===== src/rtl/arith_nibble_sequencer.sv =====
// arith_nibble_sequencer
// Control stage around an external 4-bit combinational arithmetic unit.
// A WIDTH-bit request is taken over a valid/ready handshake. Its operands
// are streamed to the unit one nibble per cycle, least significant nibble
// first, with the carry chained between nibbles. The collected result and
// its carry, zero and signed-overflow flags are returned over a second
// valid/ready handshake.
//
// Ports:
//   clk, rst_n             clock, asynchronous active-low reset
//   req_valid/req_ready    request handshake (ready only in IDLE)
//   req_op, req_x, req_y   operation code and operands
//   rsp_valid/rsp_ready    response handshake (valid only in DONE)
//   rsp_d, rsp_cout,       result, carry out (1 = no borrow for SUB/DEC),
//   rsp_zero, rsp_ovf      zero flag, signed overflow flag
//   au_x, au_y, au_cin,    nibble operands, carry in and operand select
//   au_s, au_a, au_b       driven to the arithmetic unit (a tied 0, b tied 1)
//   au_d, au_cout          nibble sum and carry from the arithmetic unit
module arith_nibble_sequencer #(
  parameter int WIDTH = 8
) (
  input  logic             clk,
  input  logic             rst_n,
  input  logic             req_valid,
  output logic             req_ready,
  input  logic [2:0]       req_op,
  input  logic [WIDTH-1:0] req_x,
  input  logic [WIDTH-1:0] req_y,
  output logic             rsp_valid,
  input  logic             rsp_ready,
  output logic [WIDTH-1:0] rsp_d,
  output logic             rsp_cout,
  output logic             rsp_zero,
  output logic             rsp_ovf,
  output logic [3:0]       au_x,
  output logic [3:0]       au_y,
  output logic             au_cin,
  output logic [1:0]       au_s,
  output logic             au_a,
  output logic             au_b,
  input  logic [3:0]       au_d,
  input  logic             au_cout
);

  localparam int NIB  = WIDTH / 4;
  localparam int IDXW = (NIB > 1) ? $clog2(NIB) : 1;

  typedef enum logic [1:0] {IDLE, RUN, DONE} state_t;

  state_t            state_q, state_d;
  logic [IDXW-1:0]   idx_q, idx_d;
  logic [1:0]        sel_q, sel_d;
  logic [WIDTH-1:0]  x_q, x_d;
  logic [WIDTH-1:0]  y_q, y_d;
  logic [WIDTH-1:0]  res_q, res_d;
  logic              chain_q, chain_d;
  logic              cf_q, cf_d;
  logic              cout_q, cout_d;
  logic              zero_q, zero_d;
  logic              ovf_q, ovf_d;

  logic [WIDTH-1:0]  assembled;
  logic              eff_y_msb;
  logic [1:0]        dec_sel;
  logic              dec_cin;

  assign req_ready = (state_q == IDLE);
  assign rsp_valid = (state_q == DONE);
  assign rsp_d     = res_q;
  assign rsp_cout  = cout_q;
  assign rsp_zero  = zero_q;
  assign rsp_ovf   = ovf_q;
  assign au_a      = 1'b0;
  assign au_b      = 1'b1;

  // Op code to operand select and initial carry; 110/111 behave as PASS.
  always_comb begin
    dec_sel = 2'b10;
    dec_cin = 1'b0;
    case (req_op)
      3'b000: begin dec_sel = 2'b00; dec_cin = 1'b0; end
      3'b001: begin dec_sel = 2'b00; dec_cin = cf_q; end
      3'b010: begin dec_sel = 2'b01; dec_cin = 1'b1; end
      3'b011: begin dec_sel = 2'b10; dec_cin = 1'b1; end
      3'b100: begin dec_sel = 2'b11; dec_cin = 1'b0; end
      default: begin dec_sel = 2'b10; dec_cin = 1'b0; end
    endcase
  end

  // Next-state logic, arithmetic unit drive and result assembly.
  always_comb begin
    state_d = state_q;
    idx_d   = idx_q;
    sel_d   = sel_q;
    x_d     = x_q;
    y_d     = y_q;
    res_d   = res_q;
    chain_d = chain_q;
    cf_d    = cf_q;
    cout_d  = cout_q;
    zero_d  = zero_q;
    ovf_d   = ovf_q;
    au_x    = 4'h0;
    au_y    = 4'h0;
    au_cin  = 1'b0;
    au_s    = 2'b00;

    // Result as it will look once the current nibble is written; the zero
    // flag must see the final nibble, which is not yet registered.
    assembled = res_q;
    assembled[{idx_q, 2'b00} +: 4] = au_d;

    eff_y_msb = 1'b0;

    case (state_q)
      IDLE: begin
        if (req_valid) begin
          sel_d   = dec_sel;
          chain_d = dec_cin;
          x_d     = req_x;
          y_d     = req_y;
          idx_d   = '0;
          state_d = RUN;
        end
      end
      RUN: begin
        au_x   = x_q[{idx_q, 2'b00} +: 4];
        au_y   = y_q[{idx_q, 2'b00} +: 4];
        au_cin = chain_q;
        au_s   = sel_q;
        res_d   = assembled;
        chain_d = au_cout;
        idx_d   = idx_q + IDXW'(1);
        if (idx_q == IDXW'(NIB - 1)) begin
          // Sign of the operand the unit actually added in the top nibble.
          case (sel_q)
            2'b00:   eff_y_msb = au_y[3];
            2'b01:   eff_y_msb = ~au_y[3];
            2'b10:   eff_y_msb = 1'b0;
            default: eff_y_msb = 1'b1;
          endcase
          state_d = DONE;
          idx_d   = '0;
          cout_d  = au_cout;
          cf_d    = au_cout;
          zero_d  = (assembled == '0);
          ovf_d   = (au_x[3] == eff_y_msb) && (au_d[3] != au_x[3]);
        end
      end
      DONE: begin
        if (rsp_ready) begin
          state_d = IDLE;
        end
      end
      default: state_d = IDLE;
    endcase
  end

  always_ff @(posedge clk or negedge rst_n) begin
    if (!rst_n) begin
      state_q <= IDLE;
      idx_q   <= '0;
      sel_q   <= 2'b00;
      x_q     <= '0;
      y_q     <= '0;
      res_q   <= '0;
      chain_q <= 1'b0;
      cf_q    <= 1'b0;
      cout_q  <= 1'b0;
      zero_q  <= 1'b0;
      ovf_q   <= 1'b0;
    end else begin
      state_q <= state_d;
      idx_q   <= idx_d;
      sel_q   <= sel_d;
      x_q     <= x_d;
      y_q     <= y_d;
      res_q   <= res_d;
      chain_q <= chain_d;
      cf_q    <= cf_d;
      cout_q  <= cout_d;
      zero_q  <= zero_d;
      ovf_q   <= ovf_d;
    end
  end

endmodule

===== config.mk =====
export PLATFORM = sky130hd
export DESIGN_NAME = arith_nibble_sequencer
export DESIGN_NICKNAME = d
export VERILOG_FILES = /design/src/rtl/arith_nibble_sequencer.sv
export SDC_FILE = /design/constraint.sdc
export NUM_CORES = 1
export LEC_CHECK = 0
export CAP_MARGIN = 20
export CELL_PAD_IN_SITES_DETAIL_PLACEMENT = 0
export CELL_PAD_IN_SITES_GLOBAL_PLACEMENT = 1
export CORE_MARGIN = 2
export CORE_UTILIZATION = 33
export DETAILED_ROUTE_END_ITERATION = 12
export PLACE_DENSITY_LB_ADDON = 0.1
export SYNTH_ARGS = -nofsm -noshare
export SYNTH_HDL_FRONTEND = slang
export SYNTH_SLANG_ARGS = --single-unit

===== constraint.sdc =====
create_clock -name clk -period 1.8 [get_ports clk]
set_clock_uncertainty 0.05 [all_clocks]
set_input_delay 0.27 -clock clk [delete_from_list [all_inputs] [get_ports clk]]
set_output_delay 0.27 -clock clk [all_outputs]
set_load 0.01 [all_outputs]

==> impl_table.tex, run 1 <==
\begin{tabular}{lr}
\hline
Metric & Value \\
\hline
\multicolumn{2}{l}{\textbf{Cells and area}} \\
Fraction of final layout cells with drive strength greater than 1 & 27.6\% \\
Filler cell count in the final layout & 395 \\
Layout area overhead & 50.8\% \\
Post-layout net count & 224 \\
Antenna cells & 0 \\
Final instance count without filler cells & 248 \\
Share of the core filled with cells in the final layout & 51.0\% \\
\multicolumn{2}{l}{\textbf{Synthesis}} \\
Cell count after synthesis & 128 \\
Post-synthesis area per instance & 11.3 um\^{}2 \\
Sequential fraction of the synthesis area & 56.8\% \\
Most frequently used flop master after synthesis & dfrtp\_1 \\
Number of synthesized register bits & 33 \\
Post-Synthesis Cell Area & 1450 um\^{}2 \\
Share of synthesized flip-flops with an asynchronous set or reset & 100\% \\
Net count after synthesis & 156 \\
Post-synth EDFFs & 0 \\
Distinct cells, synth & 29 \\
Count of yosys warnings during synthesis & 0 \\
\multicolumn{2}{l}{\textbf{Floorplan}} \\
Initial Utilization & 33.8\% \\
Top-level I/O count & 54 \\
Die width & 70.3 um \\
Die Y & 70.3 um \\
Number of placement rows & 24 \\
Die ar. & 4950 um\^{}2 \\
Core Area & 4290 um\^{}2 \\
\multicolumn{2}{l}{\textbf{Detailed routing}} \\
Antenna violation net count after detailed routing & 0 \\
Initial drt markers & 41 \\
Drt first pass iters & 4 \\
DRC violations left & 0 \\
Routed via count & 1179 \\
Drt via density & 4.75 \\
Avg WL per Cell & 14.1 um \\
Total routed wirelength & 3.50 mm \\
\multicolumn{2}{l}{\textbf{Placement}} \\
DPL Wire Length & 2.51 mm \\
Number of buffers inserted by port buffering & 51 \\
Setup WS pre-CTS & -0.0926 ns \\
Final RePlAce weighted congestion & 0.737 \\
Placed insts & 234 \\
\multicolumn{2}{l}{\textbf{Pwr}} \\
Power density of the placed cells & 1730 nW/um\^{}2 \\
VDD IR-drop max & 639 uV \\
Net switching power & 1.27 mW \\
Comb pwr share & 50.2\% \\
Clock network fraction of total power & 14.6\% \\
Sequential power share & 35.2\% \\
Total Power & 3.80 mW \\
Internal power component & 2.52 mW \\
Switching portion of total power & 33.6\% \\
Leakage & 1.01 nW \\
\multicolumn{2}{l}{\textbf{Clocking}} \\
Clock latency on the worst-skew pair & 0.28 ns \\
Longest Clk Path Bufs & 2 \\
Number of buffers created by CTS & 5 \\
Root Buffer Master & clkbuf\_8 \\
Clock sink count & 33 \\
H-Tree Level Count & 2 \\
CTS clock-pin slew for the worst setup and hold paths & 0.07 ns \\
Count of hold-fix buffers inserted at cts & 0 \\
CTS tree & done \\
\multicolumn{2}{l}{\textbf{Worst setup path}} \\
Critical-path top delay cell & dfrtp\_1 \\
Crit path required time & 1.48 ns \\
Crit-path max FO & 5 \\
Arrival time worst endpoint & 1.57 ns \\
Critical Path Sink & au\_x[2] \\
Worst reg2reg path startpoint & state\_q[1]\$\_DFFE\_PN0P\_ \\
Critical path start-end classification & reg -> out \\
Worst reg2reg path endpoint & y\_q[6]\$\_DFFE\_PN0P\_ \\
Reg2Reg Depth & 5 \\
Worst path bufs/invs & 3 \\
Cell with the most instances on the worst path & buf\_6 \\
Sort of element at the end of the critical path & output port \\
Worst reg2reg setup slack & 0.15 ns \\
Max incr delay on CP & 0.39 ns \\
Total number of cells along the worst setup path & 6 \\
Cells traversed along the worst timing path & and2b\_1 > and2\_4 > buf\_6 > buf\_6 > a22o\_1 > buf\_2 \\
Startpoint Class & flop \\
Launch point of the critical path & state\_q[1]\$\_DFFE\_PN0P\_ \\
Worst path top cell family by delay & flip-flops \\
\multicolumn{2}{l}{\textbf{Timing}} \\
Post-route setup TNS & -0.170 ns \\
Top achievable clock speed & 530 MHz \\
Unrepaired setup endpoints after global routing & yes \\
Minimum clock period after layout & 1.89 ns \\
Worst path setup slack after routing & -0.0878 ns \\
Final-report setup violation count & 3 \\
Final Hold Vio Count & 0 \\
Final-report max-slew violation count & 0 \\
Ratio of final minimum period to clock period & 105\% \\
\multicolumn{2}{l}{\textbf{Run status}} \\
Violations in the final reports & setup timing \\
Result of the run & finished with violations \\
\multicolumn{2}{l}{\textbf{Global route}} \\
Largest net degree at the start of global routing & 34 \\
Number of global-route vias before repair & 1263 \\
Global-route wire length before repair & 6.03 mm \\
Number of antenna violations at the first check in global routing & 0 \\
Total global-route track usage & 15.8\% \\
GRT overflow & 0 \\
\multicolumn{2}{l}{\textbf{Min path}} \\
Worst hold-check path type & in -> async \\
\multicolumn{2}{l}{\textbf{Run}} \\
Count of maximum capacitance violations & 0 \\
\hline
\end{tabular}
-- cell families after synthesis --
| kind of cell | share of synthesized area, % |
|---|---|
| buffers and inverters | 4.22 |
| other | 0.517 |
| AND/OR/NAND/NOR | 13.4 |
| AO/OA/AOI/OAI | 8.36 |
| multiplexers | 16.1 |
| flip-flops | 56.8 |
| XOR/XNOR | 0.603 |
-- cell type report --
class	instances	area, um^2	area share, %
tap	52	65.1	2.97
timing repair buffer	70	628	28.7
clock buffer	7	86.3	3.94
sequential	33	826	37.7
inverter	3	11.3	0.514
multi-input combinational	83	574	26.2
-- synthesized netlist by cell type (3+ instances only) --
cell / count / area share (%)
and2_1: 3 / 1.3
mux2_2: 19 / 15
nor2_1: 8 / 2.1
nand2_1: 20 / 5.2
buf_2: 4 / 1.4
dfrtp_1: 33 / 57
inv_1: 3 / 0.78
o21ai_0: 3 / 1.0
a22o_1: 6 / 3.6
a21oi_1: 3 / 1.0
buf_4: 3 / 1.6
-- repair_timing --
item | in CTS | in global routing
setup endpoints to repair | 13 | 10
pin swaps | 0 | 3
setup buffers | 4 | 3
resized for setup | 35 | 5
-- worst min path at each step --
stage / from / slack, ns / endpoint / cells after the start
finish: rst_n / 0.33 / chain_q$_DFFE_PN0P_ / 2
CTS: rst_n / 0.35 / chain_q$_DFFE_PN0P_ / 2
global route: rst_n / 0.38 / sel_q[0]$_DFFE_PN0P_ / 2
floorplan: rst_n / -0.08 / chain_q$_DFFE_PN0P_ / 0
detailed placement: rsp_d[6]$_DFFE_PN0P_ / 0.41 / rsp_d[6]$_DFFE_PN0P_ / 2
global placement: rsp_d[5]$_DFFE_PN0P_ / 0.41 / rsp_d[5]$_DFFE_PN0P_ / 2
-- cells in the final DEF (no fill, tap or decap), drive strengths merged, types with 3 or more instances in the layout --
cell type / synthesis / final
nor2: 8 / 8
dfrtp: 33 / 33
a21oi: 3 / 3
mux2: 19 / 19
clkdlybuf4s50: 0 / 38
clkbuf: 2 / 7
o21ai: 3 / 3
a22o: 6 / 6
dlygate4sd2: 0 / 5
buf: 7 / 25
nand2: 20 / 20
and2: 4 / 4
inv: 3 / 3
-- through the flow --
stage	cell area [um^2]	hold slack (ns)
detailed placement	2070	0.413
global route	2190	0.377
global placement	2070	0.407
CTS	2170	0.346
finish	2190	0.328
floorplan	1450	-0.0756
-- flip-flops by register name (all words and copies together) (netlist names), 2 cells and up --
| name | flops |
|---|---|
| y_q | 8 |
| x_q | 8 |
| state_q | 2 |
| sel_q | 2 |
| rsp_d | 8 |
-- power by group through the flow --
stage	Sequential, mW	Clock [mW]	Combinational (mW)
after CTS	1.34	0.580	1.88
after global placement	1.33	0	1.87
after detailed placement	1.35	0	1.89
after floorplan	1.34	0	0.949
after global routing	1.39	0.614	2.08
final	1.34	0.556	1.91
-- layer usage --
layer	GRT usage [%]	share of wire (%)	vias up	wire length, um
li1	-	-	565	-
met1	18.8	43	570	1500
met2	26.9	50	35	1730
met3	4.33	5.1	9	178
met4	6.41	2.6	0	90
met5	0	0	-	0
Power figures use the tool's default switching activity.
==> run 2, diff against run 1 <==
Settings changed: PLACE_DENSITY set to 0.76, PLACE_DENSITY_LB_ADDON 0.1 to unset.
==> run 2 against run 1 <==
The run still ends with setup timing left. Sequential power hardly changed. Via count is 1.2% lower. Worst setup slack better by 0.023 ns. Final area is 1.7% higher. Global-route usage is 0.37 points lower. Die area stayed put. Critical path depth stayed put. First-iteration DRC count is 54% higher. Count of clock-buffer cells in the layout stayed put. Hold slack better by 0.010 ns. Largest cell class unchanged. Largest power group unchanged.
==> impl_table.tex, run 2 (synthesized netlist as in run 1, its figures left out) <==
\begin{tabular}{lr}
\hline
Metric & Value \\
\hline
\multicolumn{2}{l}{\textbf{Global route}} \\
Number of global-route vias before repair & 1207 \\
Met1 global-route usage & 21.1\% \\
Met2 routing resource usage after global routing & 23.3\% \\
Met3 capacity usage during global routing & 4.04\% \\
Number of antenna violations at the first check in global routing & 0 \\
Busiest layer in global routing & met2 \\
Global-route wire length before repair & 5.95 mm \\
Total global-route track usage & 15.5\% \\
GRT overflow & 0 \\
Largest net degree at the start of global routing & 34 \\
\multicolumn{2}{l}{\textbf{Pwr}} \\
VDD IR-drop max & 680 uV \\
Leakage & 1.02 nW \\
Power density of the placed cells & 1770 nW/um\^{}2 \\
\multicolumn{2}{l}{\textbf{Placement}} \\
Number of buffers inserted by port buffering & 51 \\
Final RePlAce weighted congestion & 0.741 \\
Placed insts & 233 \\
Setup WS pre-CTS & -0.0906 ns \\
DPL Wire Length & 2.48 mm \\
\multicolumn{2}{l}{\textbf{Floorplan}} \\
Die width & 70.3 um \\
Number of placement rows & 24 \\
Die Y & 70.3 um \\
Initial Utilization & 33.8\% \\
Die ar. & 4950 um\^{}2 \\
Top-level I/O count & 54 \\
Core Area & 4290 um\^{}2 \\
\multicolumn{2}{l}{\textbf{Clocking}} \\
Count of hold-fix buffers inserted at cts & 0 \\
Longest Clk Path Bufs & 2 \\
Clock sink count & 33 \\
H-Tree Level Count & 2 \\
Number of buffers created by CTS & 5 \\
CTS clock-pin slew for the worst setup and hold paths & 0.07 ns \\
Root Buffer Master & clkbuf\_8 \\
CTS tree & done \\
Clock latency on the worst-skew pair & 0.28 ns \\
\multicolumn{2}{l}{\textbf{Run status}} \\
Result of the run & finished with violations \\
Violations in the final reports & setup timing \\
\multicolumn{2}{l}{\textbf{Worst setup path}} \\
Critical path start-end classification & reg -> out \\
Startpoint Class & flop \\
Reg2Reg Depth & 7 \\
Worst reg2reg path endpoint & chain\_q\$\_DFFE\_PN0P\_ \\
Worst path top cell family by delay & flip-flops \\
Worst reg2reg path startpoint & state\_q[0]\$\_DFFE\_PN0P\_ \\
Crit-path max FO & 6 \\
Max incr delay on CP & 0.39 ns \\
Cells traversed along the worst timing path & and2b\_1 > and2\_4 > buf\_6 > buf\_6 > a22o\_1 > buf\_2 \\
Arrival time worst endpoint & 1.54 ns \\
Cell with the most instances on the worst path & buf\_6 \\
Worst path bufs/invs & 3 \\
Worst reg2reg setup slack & 0.09 ns \\
Sort of element at the end of the critical path & output port \\
Crit path required time & 1.48 ns \\
Critical-path top delay cell & dfrtp\_1 \\
\multicolumn{2}{l}{\textbf{Timing}} \\
Top achievable clock speed & 536 MHz \\
Final-report max-slew violation count & 0 \\
Unrepaired setup endpoints after global routing & yes \\
Worst hold margin & 0.338 ns \\
Ratio of final minimum period to clock period & 104\% \\
Minimum clock period after layout & 1.86 ns \\
Final Hold Vio Count & 0 \\
Final-report setup violation count & 1 \\
Worst path setup slack after routing & -0.0649 ns \\
\multicolumn{2}{l}{\textbf{Run}} \\
Count of maximum capacitance violations & 0 \\
\multicolumn{2}{l}{\textbf{Detailed routing}} \\
Initial drt markers & 63 \\
Total routed wirelength & 3.37 mm \\
Avg WL per Cell & 13.7 um \\
Antenna violation net count after detailed routing & 0 \\
DRC violations left & 0 \\
Routed via count & 1165 \\
Drt first pass iters & 4 \\
Drt via density & 4.72 \\
\multicolumn{2}{l}{\textbf{Cells and area}} \\
Layout area overhead & 53.4\% \\
Final instance count without filler cells & 247 \\
Post-layout net count & 222 \\
Antenna cells & 0 \\
Share of the core filled with cells in the final layout & 51.9\% \\
Commonest cells after routing, fill and taps aside & clkdlybuf4s50\_1 (38), dfrtp\_1 (33), nand2\_1 (20) \\
Fraction of final layout cells with drive strength greater than 1 & 27.2\% \\
Commonest non-fill, non-tap cell in the layout & clkdlybuf4s50\_1 \\
\multicolumn{2}{l}{\textbf{Min path}} \\
Worst hold-check path type & in -> async \\
\hline
\end{tabular}
[run 2: cell types whose count changed in the layout (fill, tap and decap cells not counted), sizes merged]
cell,previous run,this run
dlygate4sd2,5,4
bufinv,0,1
clkdlybuf4s15,2,3
clkbuf,7,8
buf,25,22
[run 2: cell type report]
type / count / area [um^2]
Tap cell: 52 / 65.1
Clock inverter: 1 / 30.0
Multi-Input combinational cell: 83 / 583
Sequential cell: 33 / 826
Fill cell: 397 / 2070
Timing Repair Buffer: 68 / 627
Inverter: 3 / 11.3
Clock buffer: 7 / 86.3
[run 2: through the flow]
stage / setup TNS [ns] / area [um^2] / power (mW)
2_1_floorplan: 0 / 1450 / 2.29
3_3_place_gp: -0.283 / 2070 / 3.22
3_5_place_dp: -0.461 / 2070 / 3.25
4_1_cts: -0.165 / 2180 / 3.90
5_1_grt: -0.304 / 2230 / 4.24
6_report: -0.0649 / 2230 / 3.95
[run 2: layer usage]
layer	vias up	routed length, um
li1	564	-
met1	558	1530
met2	39	1620
met3	4	164
met4	0	57
met5	-	0
[run 2: worst max-delay path by stage]
stage                                      start                  to  depth (start not counted)
after global routing      state_q[0]$_DFFE_PN0P_             au_y[0]                          6
after floorplan           state_q[0]$_DFFE_PN0P_  x_q[0]$_DFFE_PN0P_                          5
after CTS                 state_q[0]$_DFFE_PN0P_             au_y[0]                          6
after detailed placement  state_q[1]$_DFFE_PN0P_             au_y[0]                          5
final                     state_q[0]$_DFFE_PN0P_             au_y[0]                          6
after global placement    state_q[1]$_DFFE_PN0P_             au_y[0]                          5
[run 2: worst register-to-register path, stage by stage (launching register included)]
cell,delay [ns]
dfrtp_1,0.39
buf_4,0.14
buf_4,0.12
nor2_1,0.15
and2_1,0.20
buf_12,0.18
nor2_1,0.09
a221o_1,0.29
[run 2: repair_timing]
item | 4_1_cts | 5_1_grt
pin swaps | 0 | 3
endpoints found under the setup margin | 13 | 9
buffers inserted | 2 | 4
resized for setup | 34 | 7
[run 2: where the power goes]
part           internal [mW]  leakage (nW)  switching (mW)
Clock                  0.451        0.0585           0.259
Combinational           1.12         0.565           0.785
Sequential              1.11         0.395           0.229
Total                   2.68          1.02            1.27
